`src/rtl/mem_port_ctrl.sv`:
```
// Memory port controller: hands one request at a time from the multicycle
// controller to an external memory. It waits for mem_rdy for up to TIMEOUT
// BUSY cycles, then reports completion (done) or timeout (err).
//
// state | meaning
// IDLE  | waiting for req_valid; request fields are captured on acceptance
// BUSY  | memory request driven, waiting for mem_rdy
// DONE  | one-cycle done pulse, rdata updated on reads
// ERR   | one-cycle err pulse after the timeout, rdata untouched
module mem_port_ctrl #(
    parameter int ADDR_W  = 32,
    parameter int DATA_W  = 32,
    parameter int TIMEOUT = 16
) (
    input  logic              clk,
    input  logic              reset_n,
    input  logic              req_valid,
    input  logic              req_we,
    input  logic [ADDR_W-1:0] req_addr,
    input  logic [DATA_W-1:0] req_wdata,
    output logic              stall,
    output logic [DATA_W-1:0] rdata,
    output logic              done,
    output logic              err,
    output logic              mem_en,
    output logic              mem_we,
    output logic [ADDR_W-1:0] mem_addr,
    output logic [DATA_W-1:0] mem_wdata,
    input  logic              mem_rdy,
    input  logic [DATA_W-1:0] mem_rdata
);

    typedef enum logic [1:0] {
        IDLE = 2'd0,
        BUSY = 2'd1,
        DONE = 2'd2,
        ERR  = 2'd3
    } state_t;

    localparam logic [7:0] CNT_LAST = 8'(TIMEOUT - 1);

    state_t     state;
    state_t     state_nxt;
    logic [7:0] wait_cnt;
    logic       accept;
    logic       timeout_hit;

    assign accept      = (state == IDLE) && req_valid;
    assign timeout_hit = (wait_cnt == CNT_LAST);

    // State register.
    always_ff @(posedge clk or negedge reset_n) begin
        if (!reset_n) begin
            state <= IDLE;
        end else begin
            state <= state_nxt;
        end
    end

    // Next-state logic and the combinational stall toward the controller.
    always_comb begin
        state_nxt = state;
        stall     = 1'b0;
        case (state)
            IDLE: begin
                stall = req_valid;
                if (req_valid) begin
                    state_nxt = BUSY;
                end
            end
            BUSY: begin
                stall = req_valid;
                if (mem_rdy) begin
                    state_nxt = DONE;
                end else if (timeout_hit) begin
                    state_nxt = ERR;
                end
            end
            DONE:    state_nxt = IDLE;
            ERR:     state_nxt = IDLE;
            default: state_nxt = IDLE;
        endcase
    end

    // Wait counter: cleared on acceptance, counts BUSY cycles without mem_rdy.
    always_ff @(posedge clk or negedge reset_n) begin
        if (!reset_n) begin
            wait_cnt <= 8'd0;
        end else if (accept) begin
            wait_cnt <= 8'd0;
        end else if ((state == BUSY) && !mem_rdy) begin
            wait_cnt <= wait_cnt + 8'd1;
        end
    end

    // Memory request registers double as the request latch: loaded on
    // acceptance, held through BUSY, cleared whenever BUSY is left.
    always_ff @(posedge clk or negedge reset_n) begin
        if (!reset_n) begin
            mem_en    <= 1'b0;
            mem_we    <= 1'b0;
            mem_addr  <= '0;
            mem_wdata <= '0;
        end else if (accept) begin
            mem_en    <= 1'b1;
            mem_we    <= req_we;
            mem_addr  <= req_addr;
            mem_wdata <= req_wdata;
        end else if (!((state == BUSY) && (state_nxt == BUSY))) begin
            mem_en    <= 1'b0;
            mem_we    <= 1'b0;
            mem_addr  <= '0;
            mem_wdata <= '0;
        end
    end

    // Completion pulses and read-data capture on the edge leaving BUSY.
    always_ff @(posedge clk or negedge reset_n) begin
        if (!reset_n) begin
            done  <= 1'b0;
            err   <= 1'b0;
            rdata <= '0;
        end else begin
            done <= (state == BUSY) && mem_rdy;
            err  <= (state == BUSY) && !mem_rdy && timeout_hit;
            if ((state == BUSY) && mem_rdy && !mem_we) begin
                rdata <= mem_rdata;
            end
        end
    end

endmodule

```
`config.mk`:
```
export PLATFORM = sky130hd
export DESIGN_NAME = mem_port_ctrl
export DESIGN_NICKNAME = d
export VERILOG_FILES = /design/src/rtl/mem_port_ctrl.sv
export SDC_FILE = /design/constraint.sdc
export NUM_CORES = 1
export LEC_CHECK = 0
export CORE_ASPECT_RATIO = 1.25
export CORE_MARGIN = 5
export CORE_UTILIZATION = 40
export CTS_BUF_LIST = sky130_fd_sc_hd__clkbuf_4 sky130_fd_sc_hd__clkbuf_8 sky130_fd_sc_hd__clkbuf_16
export CTS_CLUSTER_SIZE = 10
export DETAILED_ROUTE_END_ITERATION = 16
export DONT_BUFFER_PORTS = 1
export PLACE_DENSITY = 0.61
export SYNTH_ARGS = -nofsm -noshare
export SYNTH_HDL_FRONTEND = slang
export SYNTH_SLANG_ARGS = --single-unit
```
`constraint.sdc`:
```
create_clock -name clk -period 1.6 [get_ports clk]
set_clock_uncertainty 0.15 [all_clocks]
set_input_delay 0.4 -clock clk [delete_from_list [all_inputs] [get_ports clk]]
set_output_delay 0.4 -clock clk [all_outputs]
set_load 0.02 [all_outputs]
```
==> metrics.csv <==
stage,metric,value,unit
floorplanning,die area,12300,µm²
timing,max_slew headroom,80.9,%
logic_synthesis,Synth warnings,0,
worst_setup_path,family with the most delay on the worst path,flip-flops,
place,DP HPWL,7020,µm
routing,routed vias,2452,
timing,worst slew pin tran,0.284,ns
clocking,CTS tree,built,
logic_synthesis,Post-Syn Instances,275,
place,Placed Cells,406,
timing,Slew Limit Fails,0,
final_layout,"most common cell after layout, fill and taps aside",dfrtp_1,
routing,Via density,5.66,
worst_setup_path,reg-to-reg critical path endpoint,mem_addr[4]$_DFFE_PN0P_,
pwr,Flop pwr share,57.8,%
outcome,status,finished with violations,
worst_hold_path,worst hold-check path type,input port to asynchronous set/reset pin,
timing,worst hold slack,-0.402,ns
worst_setup_path,Setup crit start,wait_cnt[5]$_DFFE_PN0P_,
timing,Max Freq,0.587,GHz
global_routing,gr ovfl total,0,
floorplanning,core area,10100,µm²
pwr,Peak VDD IR,0.000658,V
timing,Setup-failing EPs final,101,
global_routing,antenna violations before repair,0,
logic_synthesis,synthesized flop and latch total,110,
place,DP Worst Slack,-0.207,ns
worst_setup_path,CP cell instances,"nor4_4, a21oi_4, buf_12, buf_12, buf_16, a22o_1",
global_routing,first-pass GRT wire length,14100,µm
worst_setup_path,"Req. time, crit path",1.68,ns
worst_setup_path,slowest CP cell,dfrtp_1,
global_routing,gr usage total,15.3,%
final_layout,nets,401,
final_layout,Ant. Diodes,0,
clocking,clk root buf,clkbuf_16,
worst_setup_path,Worst Setup Start Kind,register,
logic_synthesis,register area share after synthesis,67.5,%
routing,Antenna Nets Post-Route,0,
pwr,Clock power frac,25.2,%
timing,RSZ-0062 raised after global routing,true,
floorplanning,Die W,100,µm
routing,Pre-antenna DRT Iters,4,
clocking,worst-case clock buffer depth,2,
worst_setup_path,Bufs and invs on worst path,3,
worst_setup_path,WS Path Type,register to register,
routing,DRC viols,0,
clocking,Worst-Skew Late Latency,0.34,ns
pwr,Sw Ratio,35.0,%
clocking,cts bufs inserted,9,
floorplanning,Die Ht,123,µm
place,port bufs,0,
logic_synthesis,Netlist cell types,29,
pwr,Comb pwr share,17.0,%
worst_setup_path,Reg2Reg Setup Slack,-0.10,ns
final_layout,fillers,871,
timing,Final WS setup,-0.104,ns
timing,final hold violations,110,
worst_setup_path,Worst Path Max Fanout,4,
worst_setup_path,Crit path top cell by count,buf_12,
clocking,H-tree Lvls,3,
pwr,power per standard cell area,1720,nW/µm²
routing,First DRT Iteration DRCs,88,
floorplanning,Initial Util,40.6,%
routing,DR WL/cell,23.0,µm
final_layout,area grow syn2layout,20.8,%
outcome,failing checks,"negative hold slack, negative setup slack",
worst_setup_path,Worst R2R Path Depth,6,
pwr,switching power,0.00296,W
final_layout,layout cell share with drive strength beyond 1,21.7,%
place,GP Congestion,0.758,
timing,Final period util,107,%
pwr,Int Pwr,0.00550,W
global_routing,vias in the first global route,2464,
pwr,Static Leakage,2.27,nW
logic_synthesis,Mapped Nets,377,
final_layout,fin cells,433,
run,max cap viols,0,
routing,final wirelength,9980,µm
logic_synthesis,Syn Std Cell Area,4080,µm²
timing,crit path time final,1.70,ns
final_layout,most frequent cells in the layout,"dfrtp_1 (110), a22o_1 (65), mux2_1 (31)",
clocking,Worst-path clk slew,0.07,ns
worst_setup_path,worst reg2reg path startpoint,wait_cnt[5]$_DFFE_PN0P_,
floorplanning,num rows,41,
logic_synthesis,mean post-synth cell area,14.8,µm²
clocking,clock sink count,110,
worst_setup_path,Arrival @ worst endpoint,1.78,ns
pwr,total power,0.00846,W
worst_setup_path,"slowest stage delay, CP",0.41,ns
global_routing,largest net degree at the start of global routing,111,
worst_setup_path,nature of the critical path endpoint,register,
floorplanning,Ports,202,
-- logic make-up (layout without fill, tap and decap cells) --
family          after synthesis  in the layout  share of synthesized area (%)
compound gates               77             77                           15.7
fa+ha+maj                     1              1                          0.307
buf+inv                      23             52                           2.79
flops                       110            110                           67.5
mux                          35             35                           9.57
simple gates                 29             29                           4.17
-- how the worst max path moves through the flow --
stage | slack [ns] | depth (start not counted) | end
6_report | -0.10 | 6 | mem_addr[4]$_DFFE_PN0P_
5_1_grt | -0.16 | 3 | stall
4_1_cts | -0.13 | 3 | stall
3_5_place_dp | -0.21 | 4 | wait_cnt[2]$_DFFE_PN0P_
3_3_place_gp | -0.18 | 4 | wait_cnt[2]$_DFFE_PN0P_
2_1_floorplan | -0.05 | 4 | wait_cnt[6]$_DFFE_PN0P_
-- layout make-up --
class,instances,area (µm²),share of cell area (%)
Clock buffer,12,267,5.41
Clock inverter,4,30.0,0.609
Inverter,2,7.51,0.152
Multi-Input combinational cell,142,1310,26.5
Sequential cell,110,2750,55.9
Tap cell,129,161,3.27
Timing Repair Buffer,34,405,8.23
-- synth_stat cells, drive strengths merged --
master,n,area (µm²)
nor3,2,10.0
nor2,1,3.75
and3b,1,8.76
or4,1,7.51
nand3,5,25.0
and3,1,6.26
mux2,32,360
nand2,7,26.3
a22o,65,569
buf,13,76.3
o21ai,4,20.0
o31ai,1,7.51
a21o,2,15.0
nor4,2,18.8
nor3b,2,15.0
dfrtp,110,2750
or3,2,12.5
nor2b,2,12.5
nand2b,1,6.26
clkbuf,8,30.0
inv,2,7.51
mux2i,3,30.0
a21oi,5,28.8
ha,1,12.5
or3b,2,17.5
-- per-stage QoR --
stage                     utilization (%)  hold slack [ns]  cell area (µm²)  setup TNS (ns)
final                                49.0           -0.402             4930           -5.37
after global placement               43.5          -0.0431             4380          -12.64
after detailed placement             43.5          -0.0430             4380          -13.38
after CTS                            48.3           -0.417             4850           -6.34
after floorplan                         -          -0.0456             4140           -2.50
after global routing                 49.0           -0.426             4930          -11.72
-- metal layers --
| metal | part of all wire (%) | routed length (µm) | up-vias | GRT usage (%) |
|---|---|---|---|---|
| li1 | - | - | 1069 | - |
| met1 | 35 | 3520 | 1225 | 17.0 |
| met2 | 52 | 5170 | 151 | 25.6 |
| met3 | 12 | 1160 | 7 | 7.11 |
| met4 | 1.3 | 127 | 0 | 5.56 |
| met5 | 0 | 0 | - | 0 |
-- registers in the layout, summed over array words and instances, names as in the netlist --
name,flops
done,1
err,1
mem_addr,32
mem_en,1
mem_wdata,32
mem_we,1
rdata,32
state,2
wait_cnt,8
-- timing repair --
action,in CTS,in global routing
pin swaps,4,9
gates resized for setup,16,8
gates cloned,2,1
setup endpoints to repair,105,105
setup buffers,6,2
hold endpoints to repair,110,110
-- power by group through the flow --
stage	clock network, W	logic, W	registers (W)
finish	0.00213	0.00144	0.00489
detailed placement	0	0.00124	0.00495
floorplan	0	0.000942	0.00476
CTS	0.00220	0.00141	0.00491
global route	0.00230	0.00158	0.00498
global placement	0	0.00118	0.00494
No activity file was read; power rests on OpenSTA's default activity.
